===== src/rtl/seq_mult_rca_pkg.sv =====
// seq_mult_rca_pkg: shared state encoding and default width for the shift-and-add multiplier
package seq_mult_rca_pkg;
  localparam int MULT_N = 6;
  typedef enum logic [1:0] {
    IDLE = 2'b00,
    RUN  = 2'b01,
    DONE = 2'b10
  } state_e;
endpackage


===== src/rtl/seq_mult_rca_adder.sv =====
// seq_mult_rca_adder: N-bit ripple-carry adder, sum_o/cout_o = p_i + q_i + cin_i
module seq_mult_rca_adder #(
  parameter int N = 6
) (
  input  logic [N-1:0] p_i,
  input  logic [N-1:0] q_i,
  input  logic         cin_i,
  output logic [N-1:0] sum_o,
  output logic         cout_o
);
  logic [N:0] c;
  assign c[0] = cin_i;
  for (genvar i = 0; i < N; i++) begin : g_fa
    assign sum_o[i] = p_i[i] ^ q_i[i] ^ c[i];
    assign c[i+1]   = (p_i[i] & q_i[i]) | (c[i] & (p_i[i] ^ q_i[i]));
  end
  assign cout_o = c[N];
endmodule


===== src/rtl/seq_mult_rca.sv =====
// seq_mult_rca: sequential N x N -> 2N unsigned shift-and-add multiplier, one adder pass per clock
//   clk, rst_n (async active-low); start/a/b request; busy in RUN, done one-cycle pulse; product holds last result
module seq_mult_rca
  import seq_mult_rca_pkg::*;
#(
  parameter int N  = MULT_N,
  parameter int CW = $clog2(N + 1)
) (
  input  logic           clk,
  input  logic           rst_n,
  input  logic           start,
  input  logic [N-1:0]   a,
  input  logic [N-1:0]   b,
  output logic           busy,
  output logic           done,
  output logic [2*N-1:0] product
);
  state_e           state_q, state_d;
  logic [N-1:0]     m_q, m_d, acc_q, acc_d, q_q, q_d;
  logic [CW-1:0]    cnt_q, cnt_d;
  logic [2*N-1:0]   prod_q, prod_d;
  logic [N-1:0]     sum;
  logic             cout;
  logic [N-1:0]     s;
  logic             c;
  logic [2*N-1:0]   shifted;
  seq_mult_rca_adder #(.N(N)) u_adder (
    .p_i   (acc_q),
    .q_i   (m_q),
    .cin_i (1'b0),
    .sum_o (sum),
    .cout_o(cout)
  );
  // Add only when the current multiplier bit is set; the carry becomes the new top bit.
  assign {c, s}  = q_q[0] ? {cout, sum} : {1'b0, acc_q};
  assign shifted = {c, s, q_q[N-1:1]};
  always_comb begin
    state_d = state_q;
    m_d     = m_q;
    acc_d   = acc_q;
    q_d     = q_q;
    cnt_d   = cnt_q;
    prod_d  = prod_q;
    case (state_q)
      IDLE, DONE: begin
        state_d = start ? RUN : IDLE;
        if (start) begin
          m_d   = a;
          q_d   = b;
          acc_d = '0;
          cnt_d = '0;
        end
      end
      RUN: begin
        {acc_d, q_d} = shifted;
        cnt_d        = cnt_q + CW'(1);
        if (cnt_q == CW'(N - 1)) begin
          state_d = DONE;
          prod_d  = shifted;
        end
      end
      default: state_d = IDLE;
    endcase
  end
  always_ff @(posedge clk or negedge rst_n) begin
    if (!rst_n) begin
      state_q <= IDLE;
      m_q     <= '0;
      acc_q   <= '0;
      q_q     <= '0;
      cnt_q   <= '0;
      prod_q  <= '0;
    end else begin
      state_q <= state_d;
      m_q     <= m_d;
      acc_q   <= acc_d;
      q_q     <= q_d;
      cnt_q   <= cnt_d;
      prod_q  <= prod_d;
    end
  end
  assign busy    = state_q == RUN;
  assign done    = state_q == DONE;
  assign product = prod_q;
endmodule

===== config.mk =====
export PLATFORM = sky130hd
export DESIGN_NAME = seq_mult_rca
export DESIGN_NICKNAME = d
export VERILOG_FILES = /design/src/rtl/seq_mult_rca_pkg.sv /design/src/rtl/seq_mult_rca_adder.sv /design/src/rtl/seq_mult_rca.sv
export SDC_FILE = /design/constraint.sdc
export NUM_CORES = 1
export LEC_CHECK = 0
export CAP_MARGIN = 20
export CORE_MARGIN = 4
export CORE_UTILIZATION = 50
export DETAILED_ROUTE_END_ITERATION = 8
export GPL_TIMING_DRIVEN = 0
export HOLD_SLACK_MARGIN = 0.05
export PLACE_DENSITY = 0.86
export SLEW_MARGIN = 20
export SYNTH_ARGS = -nofsm -noshare
export SYNTH_HDL_FRONTEND = slang
export SYNTH_HIERARCHICAL = 1
export SYNTH_SLANG_ARGS = --single-unit

===== constraint.sdc =====
create_clock -name clk -period 5.25 [get_ports clk]
set_input_delay 1.05 -clock clk [delete_from_list [all_inputs] [get_ports clk]]
set_output_delay 1.05 -clock clk [all_outputs]
set_load 0.005 [all_outputs]

==> Implementation_results.wiki, run 1 <==
{| class="wikitable"
! Metric !! Value
|-
| Depth of the worst register-to-register path || 12
|-
| Netlist area before placement || 1625 µm²
|-
| Total wirelength of the detailed-routed design || 3135 µm
|-
| Number of endpoints failing setup at the final stage || 0
|-
| Overall power || 1.219 mW
|-
| Category of the worst setup path launch point || flip-flop
|-
| Setup fix buffers added after clock tree synthesis || 0
|-
| CTS clock-pin slew for the worst setup and hold paths || approximately 0.10 ns
|-
| Maximum number of pins on one net before global-route repair || 35
|-
| RSZ-0062 raised after global routing || no
|-
| Number of buffers inserted for hold repair after clock tree synthesis || 0
|-
| Slew Viols, Final || 0
|-
| Worst Slack Setup Final || about 2.1 ns
|-
| Post-Synthesis Net Count || 154
|-
| Root buffer cell || sky130_fd_sc_hd__clkbuf_4
|-
| First-pass GRT wire length || 5209 µm
|-
| Leakage component of the power || 0.9408 nW
|-
| Maximum frequency from static timing analysis || 314.9 MHz
|-
| Die Width || 65.02 µm
|-
| Number of nets in the layout || 190
|-
| Total of flip-flops plus latches after synthesis || 35
|-
| Synth-to-Final Area Change || 26.87%
|-
| Total clock buffers created by CTS || 5
|-
| Final ANT Viol Nets || 0
|-
| Routed vias || 1083
|-
| Total iterations of the first detailed-routing run || 4
|-
| Post-place instance area || around 2000 µm²
|-
| Part of the Yosys area used for sequential elements || 53.89%
|-
| Worst r2r dst || product[10]
|-
| Initial core utilization || 52.80%
|-
| DPL Wire Length || 2154 µm
|-
| Starting DRC count in detailed routing || 55
|-
| Post-route cell area || a little over 2000 µm²
|-
| Count of instances resized after the clock tree is built || 0
|-
| Mapped Cells || 131
|-
| Boundary Pins || 29
|-
| Number of antenna violations at the first check in global routing || 0
|-
| Cell Chain, Critical Path || fa_1, inv_1, fa_1, inv_1, fa_1, fa_1, fa_1, inv_1, fa_1, inv_1, mux2i_1, o21ai_0
|-
| Yosys warning total || 6
|-
| Worst-case vdd ir drop || 0.0002843 V
|-
| Max Clock Skew || ~0.0090 ns
|-
| PD cells || roughly 590 nW/µm²
|-
| Sum of overflow across all layers after global routing || 0
|-
| Ratio of final minimum period to clock period || about three fifths
|-
| Average cell area after synthesis || 12.41 µm²
|-
| Time the final worst path needs with I/O delays and setup || 3.175 ns
|-
| Outcome || complete, no violations
|-
| Source-to-sink clock delay at the later pin of the worst-skew pair || 0.35 ns
|-
| WS Path Type || reg -> reg
|-
| Count of cell types in the netlist || 26
|-
| All-Layer GR Usage || 16.78%
|-
| CP most frequent cell || sky130_fd_sc_hd__fa_1
|-
| Delay of the slowest cell on the worst path || 0.45 ns
|-
| Total die area || around 4200 µm²
|-
| CTS tree || yes
|-
| Number of antenna cells inserted || 0
|-
| CTS Sinks || 35
|-
| Critical path's top delay family || adder cells
|-
| Combined buffer and inverter count along the critical path || 4
|-
| Routed length per instance || 14.79 µm
|-
| Core ar. || 3078 µm²
|-
| CP Data Arrival Time || 3.44 ns
|-
| Weighted congestion reported at the end of routability-driven placement || 0.6970
|-
| Critical path peak fanout || 3
|-
| Worst Setup End Kind || flip-flop
|-
| Flop2flop setup slack || ~2.1 ns
|-
| Post-route DRC || 0
|-
| H-tree levels || 2
|-
| Worst min-delay path class || in -> async
|-
| Vias in the first global route || 1132
|-
| Share of post-route cells with drive strength above 1 || 17.86%
|-
| Startpoint of the most critical register-to-register path || acc_q[0]
|-
| Port bufs || 28
|-
| Vias per cell || 5.108
|-
| Critical path required time || roughly 5.5 ns
|-
| Pre-CTS setup slack || between 2 and 2.5 ns
|-
| Total negative slack || 0 ns
|-
| Library cell contributing the largest single delay on the critical path || sky130_fd_sc_hd__fa_1
|-
| Site Rows || 20
|-
| # Max-Cap Violations || 0
|-
| Fillcell total || around 230
|-
| Worst hold margin || 0.4852 ns
|-
| Die boundary height || 65.02 µm
|-
| Deepest clock path buffer count || 2
|-
| Final hold violation count || 0
|}
-- per-layer routing --
metal	GRT usage, %	up-vias	share of wire, %
li1	-	509	-
met1	20.02	532	42
met2	26.56	31	49
met3	5.026	11	4.7
met4	10.36	0	3.8
met5	0	-	0
-- worst max-delay path by stage --
stage                   from  cells past startpoint     endpoint  slack, ns
floorplan           acc_q[0]                     12  product[10]       2.31
global placement    acc_q[0]                     12     acc_q[4]       2.21
detailed placement  acc_q[0]                     12  product[10]       2.11
CTS                 acc_q[0]                     12  product[10]       2.07
global route        acc_q[0]                     12     acc_q[4]       1.94
finish              acc_q[0]                     12  product[10]       2.07
-- cell usage after synthesis --
master | count | area [µm²]
sky130_fd_sc_hd__nor2_1 | 2 | 7.510
sky130_fd_sc_hd__and2b_1 | 1 | 7.510
sky130_fd_sc_hd__buf_6 | 2 | 22.52
sky130_fd_sc_hd__nor2_4 | 1 | 11.26
sky130_fd_sc_hd__xor2_1 | 1 | 8.760
sky130_fd_sc_hd__buf_4 | 2 | 15.01
sky130_fd_sc_hd__o2bb2ai_1 | 7 | 61.31
sky130_fd_sc_hd__nor2b_1 | 1 | 6.260
sky130_fd_sc_hd__nand2b_1 | 1 | 6.260
sky130_fd_sc_hd__inv_2 | 1 | 3.750
sky130_fd_sc_hd__inv_1 | 12 | 45.04
sky130_fd_sc_hd__clkbuf_1 | 1 | 3.750
sky130_fd_sc_hd__mux2_2 | 12 | 135.1
sky130_fd_sc_hd__ha_1 | 2 | 25.02
sky130_fd_sc_hd__fa_1 | 6 | 120.1
sky130_fd_sc_hd__a221o_1 | 1 | 10.01
sky130_fd_sc_hd__o21ai_1 | 5 | 25.02
sky130_fd_sc_hd__buf_2 | 2 | 10.01
sky130_fd_sc_hd__nand4b_1 | 1 | 8.760
sky130_fd_sc_hd__dfrtp_1 | 35 | 875.8
sky130_fd_sc_hd__mux2i_1 | 11 | 110.1
sky130_fd_sc_hd__nand3b_1 | 1 | 7.510
sky130_fd_sc_hd__o21ai_0 | 7 | 35.03
sky130_fd_sc_hd__nand2_1 | 14 | 52.55
sky130_fd_sc_hd__conb_1 | 1 | 3.750
sky130_fd_sc_hd__a21o_1 | 1 | 7.510
-- sequential cells by signal, indices dropped and copies added (netlist names) --
name / cells
q_q: 6
state_q: 2
cnt_q: 3
acc_q: 6
product: 12
m_q: 6
-- layout make-up --
type                       instances  area [µm²]  share of cell area (%)
multi-input combinational         76       649.4                   31.49
sequential                        35       875.8                   42.48
buffer                             7       51.30                   2.488
inverter                          13       48.80                   2.367
clock inverter                     2       35.03                   1.699
tap                               44       55.05                   2.670
timing repair buffer              29       295.3                   14.32
clock buffer                       6       51.30                   2.488
-- cells in the final DEF (no fill, tap or decap) --
master | synthesis | layout
sky130_fd_sc_hd__clkdlybuf4s50_1 | 0 | 27
sky130_fd_sc_hd__xor2_1 | 1 | 1
sky130_fd_sc_hd__a221o_1 | 1 | 1
sky130_fd_sc_hd__inv_2 | 1 | 1
sky130_fd_sc_hd__a21o_1 | 1 | 1
sky130_fd_sc_hd__nand4b_1 | 1 | 1
sky130_fd_sc_hd__ha_1 | 2 | 2
sky130_fd_sc_hd__nand2_1 | 14 | 14
sky130_fd_sc_hd__nand3b_1 | 1 | 1
sky130_fd_sc_hd__clkbuf_1 | 1 | 1
sky130_fd_sc_hd__inv_1 | 12 | 12
sky130_fd_sc_hd__bufinv_16 | 0 | 1
sky130_fd_sc_hd__buf_6 | 2 | 2
sky130_fd_sc_hd__nor2_1 | 2 | 2
sky130_fd_sc_hd__and2b_1 | 1 | 1
sky130_fd_sc_hd__mux2_2 | 12 | 12
sky130_fd_sc_hd__conb_1 | 1 | 1
sky130_fd_sc_hd__buf_4 | 2 | 2
sky130_fd_sc_hd__buf_2 | 2 | 3
sky130_fd_sc_hd__o21ai_1 | 5 | 5
sky130_fd_sc_hd__nand2b_1 | 1 | 1
sky130_fd_sc_hd__clkinv_2 | 0 | 1
sky130_fd_sc_hd__o21ai_0 | 7 | 7
sky130_fd_sc_hd__clkbuf_8 | 0 | 1
sky130_fd_sc_hd__buf_12 | 0 | 1
sky130_fd_sc_hd__fa_1 | 6 | 6
sky130_fd_sc_hd__mux2i_1 | 11 | 11
sky130_fd_sc_hd__o2bb2ai_1 | 7 | 7
sky130_fd_sc_hd__dfrtp_1 | 35 | 35
sky130_fd_sc_hd__clkbuf_4 | 0 | 5
sky130_fd_sc_hd__nor2b_1 | 1 | 1
sky130_fd_sc_hd__nor2_4 | 1 | 1
-- where the power goes --
group / leakage [nW] / total (mW) / internal, mW / switching, mW
combinational: 0.453 / 0.540 / 0.287 / 0.253
sequential: 0.439 / 0.475 / 0.391 / 0.0840
clock: 0.0482 / 0.204 / 0.112 / 0.0916
total: 0.941 / 1.22 / 0.790 / 0.428
-- through the flow --
step                utilization (%)  instances
finish                        66.99        212
global route                  66.99        212
CTS                           66.99        212
detailed placement            64.19        204
global placement              63.70        203
floorplan                         -        131
-- kinds of logic after synthesis --
family | after synthesis | synth area share [%]
fa+ha+maj | 8 | 8.930
other cells | 1 | 0.2307
mux | 23 | 15.09
simple gates | 22 | 6.622
xor+xnor | 1 | 0.5390
flops | 35 | 53.89
compound gates | 21 | 8.545
buf+inv | 20 | 6.158
(Power assumes the default switching activity.)
==> run 2: changes to the inputs <==
==> constraint.sdc (replaced) <==
create_clock -name clk -period 3 [get_ports clk]
set_input_delay 0.6 -clock clk [delete_from_list [all_inputs] [get_ports clk]]
set_output_delay 0.6 -clock clk [all_outputs]
set_load 0.005 [all_outputs]
==> run 2 against run 1 <==
  * Register-to-register slack worse by 2.0 ns
  * Setup slack got worse by 2.0 ns
  * Hold slack better by 0.0090 ns
  * Sequential cell count unchanged
  * Highest routed layer unchanged
==> Implementation_results.wiki, run 2 (synthesis gave the netlist of run 1 again) <==
{| class="wikitable"
! Metric !! Value
|-
| Worst hold margin || 0.4942 ns
|-
| # Max-Cap Violations || 0
|-
| Root buffer cell || sky130_fd_sc_hd__clkbuf_4
|-
| Pre-CTS setup slack || -0.1446 ns
|-
| Total iterations of the first detailed-routing run || 4
|-
| Critical path required time || 3.26 ns
|-
| Critical path peak fanout || 2
|-
| Weighted congestion reported at the end of routability-driven placement || 0.6970
|-
| Startpoint of the tightest hold check path || product[6]
|-
| Maximum number of pins on one net before global-route repair || 35
|-
| Commonest non-fill, non-tap cell in the layout || sky130_fd_sc_hd__dfrtp_1
|-
| Total clock buffers created by CTS || 5
|-
| Flop2flop setup slack || 0.07 ns
|-
| Sum of overflow across all layers after global routing || 0
|-
| Port bufs || 28
|-
| Final ANT Viol Nets || 0
|-
| CTS clock-pin slew for the worst setup and hold paths || approximately 0.11 ns
|-
| Post-route cell area || 2090 µm²
|-
| Ratio of final minimum period to clock period || 97.52%
|-
| Source-to-sink clock delay at the later pin of the worst-skew pair || 0.35 ns
|-
| Post-route DRC || 0
|-
| Worst Slack Setup Final || ~0.074 ns
|-
| Startpoint of the most critical register-to-register path || m_q[0]
|-
| Delay of the slowest cell on the worst path || 0.42 ns
|-
| Boundary Pins || 29
|-
| Starting DRC count in detailed routing || 31
|-
| First-pass GRT wire length || between 5000 and 6000 µm
|-
| Share of post-route cells with drive strength above 1 || 21.76%
|-
| PD cells || 1036 nW/µm²
|-
| Category of the worst setup path launch point || flip-flop
|-
| All-Layer GR Usage || 17.00%
|-
| Source of the critical timing path || m_q[0]
|-
| Routed length per instance || 14.77 µm
|-
| RSZ-0062 raised after global routing || yes
|-
| Core ar. || 3078 µm²
|-
| Number of endpoints failing setup at the final stage || 0
|-
| Deepest clock path buffer count || 2
|-
| DPL Wire Length || 2154 µm
|-
| Die Width || 65.02 µm
|-
| Cell Chain, Critical Path || fa_2, inv_2, fa_1, inv_1, fa_2, fa_2, fa_2, inv_2, fa_1, inv_1, mux2i_1, o2bb2ai_1
|-
| Worst-case vdd ir drop || 0.0005086 V
|-
| Maximum frequency from static timing analysis || ~340 MHz
|-
| Total negative slack || 0 ns
|-
| Critical path's top delay family || adder cells
|-
| CP most frequent cell || sky130_fd_sc_hd__fa_2
|-
| Commonest cells after routing, fill and taps aside || sky130_fd_sc_hd__dfrtp_1 (35), sky130_fd_sc_hd__clkdlybuf4s50_1 (27), sky130_fd_sc_hd__nand2_1 (14)
|-
| Time the final worst path needs with I/O delays and setup || 2.926 ns
|-
| Routed vias || 1095
|-
| Synth-to-Final Area Change || 28.56%
|-
| Outcome || complete, no violations
|-
| Number of antenna violations at the first check in global routing || 0
|-
| Vias in the first global route || around 1100
|-
| Total die area || 4227 µm²
|-
| Flip-flop count of the largest register after layout || 12
|-
| CTS tree || yes
|-
| Final hold violation count || 0
|-
| Post-place instance area || 1976 µm²
|-
| Total wirelength of the detailed-routed design || 3161 µm
|-
| Overall power || 2.165 mW
|-
| Worst Setup End Kind || flip-flop
|-
| Max Clock Skew || 0.01544 ns
|-
| Initial core utilization || 52.80%
|-
| Combined buffer and inverter count along the critical path || 4
|-
| Library cell contributing the largest single delay on the critical path || sky130_fd_sc_hd__dfrtp_1
|-
| Leakage component of the power || 0.9440 nW
|-
| Slew Viols, Final || 0
|-
| WS Path Type || reg -> reg
|-
| Number of antenna cells inserted || 0
|-
| CTS Sinks || 35
|-
| Worst min-delay path class || reg -> reg
|-
| CP Data Arrival Time || 3.19 ns
|-
| Site Rows || 20
|-
| H-tree levels || 2
|-
| Vias per cell || 5.117
|-
| Die boundary height || 65.02 µm
|-
| Number of nets in the layout || 192
|}
## run 2: cell type report
class / count / area, µm²
flip-flops and latches: 35 / 875.8
inverters: 13 / 48.80
clock inverters: 2 / 35.03
clock buffers: 6 / 51.30
fillers: 227 / 988.4
plain buffers: 7 / 51.30
well taps: 44 / 55.05
repair buffers: 31 / 312.8
multi-input cells: 76 / 659.4
## run 2: timing repair
action / in CTS / in global routing
hold endpoints to repair: 1 / 0
gates resized for setup: 4 / 3
setup buffers: 1 / 0
hold buffers: 1 / 0
setup endpoints to repair: 2 / 2
pin swaps: 1 / 2
## run 2: final timing paths
| check | to | depth (start not counted) |
|---|---|---|
| min in group asynchronous | m_q[5] | 2 |
| min reg2reg | product[6] | 2 |
| max | acc_q[4] | 12 |
| min | product[6] | 2 |
| max in group asynchronous | product[9] | 3 |
| max reg2reg | acc_q[4] | 12 |
## run 2: power breakdown
| part | switching [mW] | internal (mW) | leakage (nW) |
|---|---|---|---|
| combinational | 0.454 | 0.522 | 0.457 |
| sequential | 0.148 | 0.684 | 0.439 |
| clock | 0.160 | 0.197 | 0.0482 |
| total | 0.762 | 1.40 | 0.944 |
## run 2: through the flow
step	util (%)	std cells
finish	67.89	214
global route	67.89	214
CTS	67.80	214
detailed placement	64.19	204
global placement	63.70	203
floorplan	-	131
## run 2: tightest hold or removal path, cell delays in order, from the launching register on
cell and delay, ns:
sky130_fd_sc_hd__dfrtp_1 0.36, sky130_fd_sc_hd__nand2_1 0.05, sky130_fd_sc_hd__o21ai_0 0.06
## run 2: per-layer routing
| layer | up-vias | track usage [%] | part of all wire (%) | routed length [µm] |
|---|---|---|---|---|
| met5 | - | 0 | 0 | 0 |
| li1 | 516 | - | - | - |
| met4 | 0 | 10.62 | 3.5 | 112 |
| met3 | 12 | 5.026 | 4.8 | 152 |
| met1 | 535 | 21.03 | 44 | 1397 |
| met2 | 32 | 26.05 | 47 | 1498 |
==> run 3: changes to the inputs <==
--- a/config.mk
+++ b/config.mk
@@ -5,7 +5,7 @@
 export SDC_FILE = /design/constraint.sdc
 export NUM_CORES = 1
 export LEC_CHECK = 0
-export CAP_MARGIN = 20
+export CAP_MARGIN = 40
 export CORE_MARGIN = 4
 export CORE_UTILIZATION = 50
 export DETAILED_ROUTE_END_ITERATION = 8
@@ -15,5 +15,4 @@
 export SLEW_MARGIN = 20
 export SYNTH_ARGS = -nofsm -noshare
 export SYNTH_HDL_FRONTEND = slang
-export SYNTH_HIERARCHICAL = 1
 export SYNTH_SLANG_ARGS = --single-unit
==> run 3 against run 2 <==
  * Routed wire length shrank 3.3%
  * Highest routed layer unchanged
  * First-iteration DRC count decreased by 26%
  * Clock-buffer cell count decreased by 1
  * Fmax increased by 2.1%
  * Die area grew 0.46%
  * Sequential cell count unchanged
==> Implementation_results.wiki, run 3 <==
{| class="wikitable"
! Metric !! Value
|-
| Critical path required time || 3.21 ns
|-
| Commonest cells after routing, fill and taps aside || sky130_fd_sc_hd__dfrtp_1 (35), sky130_fd_sc_hd__clkdlybuf4s50_1 (27), sky130_fd_sc_hd__nand2_1 (22)
|-
| Finished Layout Cells || 220
|-
| Top cell type's share of synthesized area || a little over half
|-
| Number of nets in the layout || slightly below 200
|-
| Boundary Pins || 29
|-
| Worst rel slew slack || 68.54%
|-
| Ratio of final minimum period to clock period || 95.47%
|-
| Part of the Yosys area used for sequential elements || 53.60%
|-
| Worst-case vdd ir drop || 0.0004664 V
|-
| Largest cells by area after synthesis || sky130_fd_sc_hd__dfrtp_1 (54%), sky130_fd_sc_hd__fa_1 (6.1%), sky130_fd_sc_hd__o21ai_0 (6.1%)
|-
| Initial core utilization || between 50% and 60%
|-
| Vias in the first global route || 1180
|-
| First-pass GRT wire length || approximately 5600 µm
|-
| Starting DRC count in detailed routing || 23
|-
| Weighted congestion reported at the end of routability-driven placement || 0.7677
|-
| FF/Latch Area || 875.8 µm²
|-
| Core ar. || 3078 µm²
|-
| Slew Viols, Final || 0
|-
| Mapped Cells || ~140
|-
| Sequential share of power || 39.9%
|-
| Total clock buffers created by CTS || 5
|-
| WS Path Type || reg -> reg
|-
| Library cell contributing the largest single delay on the critical path || sky130_fd_sc_hd__fa_1
|-
| Post-route DRC || 0
|-
| Die boundary height || 65.17 µm
|-
| Most utilized layer in the global route result || met2
|-
| DPL Wire Length || 2235 µm
|-
| Dominant synthesized flop cell || sky130_fd_sc_hd__dfrtp_1
|-
| Critical path peak fanout || 2
|-
| Total negative slack || 0 ns
|-
| Source-to-sink clock delay at the later pin of the worst-skew pair || 0.34 ns
|-
| Netlist area before placement || 1634 µm²
|-
| Power dissipated by switching net loads || 0.7532 mW
|-
| Deepest clock path buffer count || 2
|-
| Post-Synthesis Net Count || 161
|-
| Async set or reset register ratio after synthesis || 100.0%
|-
| Total of flip-flops plus latches after synthesis || 35
|-
| Share of post-route cells with drive strength above 1 || 17.61%
|-
| Number of endpoints failing setup at the final stage || 0
|-
| Yosys warning total || 0
|-
| Maximum frequency from static timing analysis || 349.1 MHz
|-
| Worst min-delay path class || in -> async
|-
| Flip-flop count of the largest register after layout || 12
|-
| Fraction of met3 tracks used by global routing || 4.957%
|-
| Worst hold margin || 0.07308 ns
|-
| All-Layer GR Usage || 17.88%
|-
| Time the final worst path needs with I/O delays and setup || 2.864 ns
|-
| Commonest non-fill, non-tap cell in the layout || sky130_fd_sc_hd__dfrtp_1
|-
| RSZ-0062 raised after global routing || no
|-
| CTS Sinks || 35
|-
| Maximum number of pins on one net before global-route repair || 31
|-
| Routed length per instance || 13.90 µm
|-
| Outcome || complete, no violations
|-
| Most repeated cell in the gate-level netlist after synthesis || sky130_fd_sc_hd__dfrtp_1
|-
| Commonest cells in the synthesized netlist || sky130_fd_sc_hd__dfrtp_1 (35), sky130_fd_sc_hd__nand2_1 (22), sky130_fd_sc_hd__o21ai_0 (20)
|-
| Category of the worst setup path launch point || flip-flop
|-
| Grt met2 use || between 20 and 30%
|-
| CTS tree || yes
|-
| Worst Setup End Kind || flip-flop
|-
| Number of antenna cells inserted || 0
|-
| Post-place instance area || 1984 µm²
|-
| # Max-Cap Violations || 0
|-
| Number of antenna violations at the first check in global routing || 0
|-
| Relative contribution of the clock network to total power || 12.0%
|-
| Pre-CTS setup slack || -0.08430 ns
|-
| Vias per cell || 5.000
|-
| Total iterations of the first detailed-routing run || 4
|-
| Fillcell total || 244
|-
| H-tree levels || 2
|-
| Biggest area consumer among synthesized cells || sky130_fd_sc_hd__dfrtp_1
|-
| Count of cell types in the netlist || 25
|-
| Area of the multi-input gates || about 660 µm²
|-
| Switching share of total power || a little under two fifths
|-
| PD cells || 989.5 nW/µm²
|-
| Final core occ || between 60% and 70%
|-
| Die Width || 65.17 µm
|-
| Number of enable flip-flop cells after synthesis || 0
|-
| CP Data Arrival Time || 3.08 ns
|-
| Total die area || around 4200 µm²
|-
| Total wirelength of the detailed-routed design || between 3000 and 4000 µm
|-
| Internal power || 1.280 mW
|-
| Max Clock Skew || 0.009214 ns
|-
| Sum of overflow across all layers after global routing || 0
|-
| Routed vias || 1100
|-
| Port bufs || 28
|-
| Average cell area after synthesis || 11.84 µm²
|-
| Synth-to-Final Area Change || 25.73%
|-
| Post-route cell area || roughly 2100 µm²
|-
| Leakage component of the power || a little over 0.9 nW
|-
| Combinational power share || about half
|-
| Final hold violation count || 0
|-
| Worst Slack Setup Final || 0.1358 ns
|-
| Cell Chain, Critical Path || ha_1, inv_1, fa_2, fa_2, fa_2, fa_2, inv_1, fa_1, mux2i_1, o21ai_1
|-
| Root buffer cell || sky130_fd_sc_hd__clkbuf_4
|-
| Site Rows || 20
|-
| Delay of the slowest cell on the worst path || 0.41 ns
|-
| M1 GR Usage || 21.41%
|-
| CP most frequent cell || sky130_fd_sc_hd__fa_2
|-
| Final ANT Viol Nets || 0
|-
| Overall power || 2.033 mW
|-
| CTS clock-pin slew for the worst setup and hold paths || ~0.11 ns
|-
| Number of placed instances, taps included || 211
|-
| Tightest Pin Transition || 0.4720 ns
|}
## run 3: changes by cell type after synthesis, sizes merged
cell   previous run  this run
mux2             12         8
conb              1         0
ha                2         3
o21ai            12        20
fa                6         5
mux2i            11         7
nand2            14        22
## run 3: power by group through the flow
stage                     logic [mW]  clock network, mW  registers [mW]
after detailed placement       0.953                  0           0.822
after global placement         0.893                  0           0.811
final                          0.979              0.244           0.810
after floorplan                0.620                  0           0.800
after CTS                      0.983              0.253           0.812
after global routing            1.11              0.272           0.845
## run 3: kinds of logic (layout without fill, tap and decap cells)
kind of cell / after synthesis / count (layout) / share of synthesized area, %
muxes: 15 / 15 / 10.95
and+or+nand+nor: 30 / 30 / 8.960
adders and majority gates: 8 / 8 / 8.423
AOI/OAI and AO/OA: 29 / 29 / 10.95
buffers and inverters: 20 / 58 / 6.584
xor gates and xnor gates: 1 / 1 / 0.5361
DFF: 35 / 35 / 53.60
## run 3: worst paths after layout
| kind | start | cells after the start | slack, ns | endpoint |
|---|---|---|---|---|
| max reg2reg | acc_q[0] | 10 | 0.14 | product[10] |
| min reg2reg | product[5] | 2 | 0.49 | product[5] |
| max in group asynchronous | rst_n | 2 | 2.54 | product[7] |
| min in group clk | product[5] | 2 | 0.49 | product[5] |
| min | rst_n | 1 | 0.07 | state_q[1] |
| max | acc_q[0] | 10 | 0.14 | product[10] |
## run 3: layout make-up
type,count,area share (%)
Inverter,13,2.741
Tap cell,44,2.680
Buffer,7,2.497
Timing Repair Buffer,30,14.74
Sequential cell,35,42.63
Clock buffer,5,1.827
Clock inverter,3,0.7308
Multi-Input combinational cell,83,32.16
## run 3: timing repair
item | CTS | global route
hold buffers | 0 | 0
setup buffers | 1 | 0
setup endpoints to repair | 2 | 2
pin swaps | 0 | 1
resized for setup | 2 | 3
## run 3: worst max-delay path: cells and delay by family (launching register included)
kind / cells / cell delay, ns
adders and majority gates: 6 / 1.94
DFF: 1 / 0.38
muxes: 1 / 0.20
buffers and inverters: 2 / 0.12
AOI/OAI and AO/OA: 1 / 0.09
## run 3: metal layers
metal,wire length (µm),share of wire (%),vias up
li1,-,-,533
met1,1352,44,536
met2,1494,49,24
met3,125,4.1,7
met4,86,2.8,0
met5,0,0,-
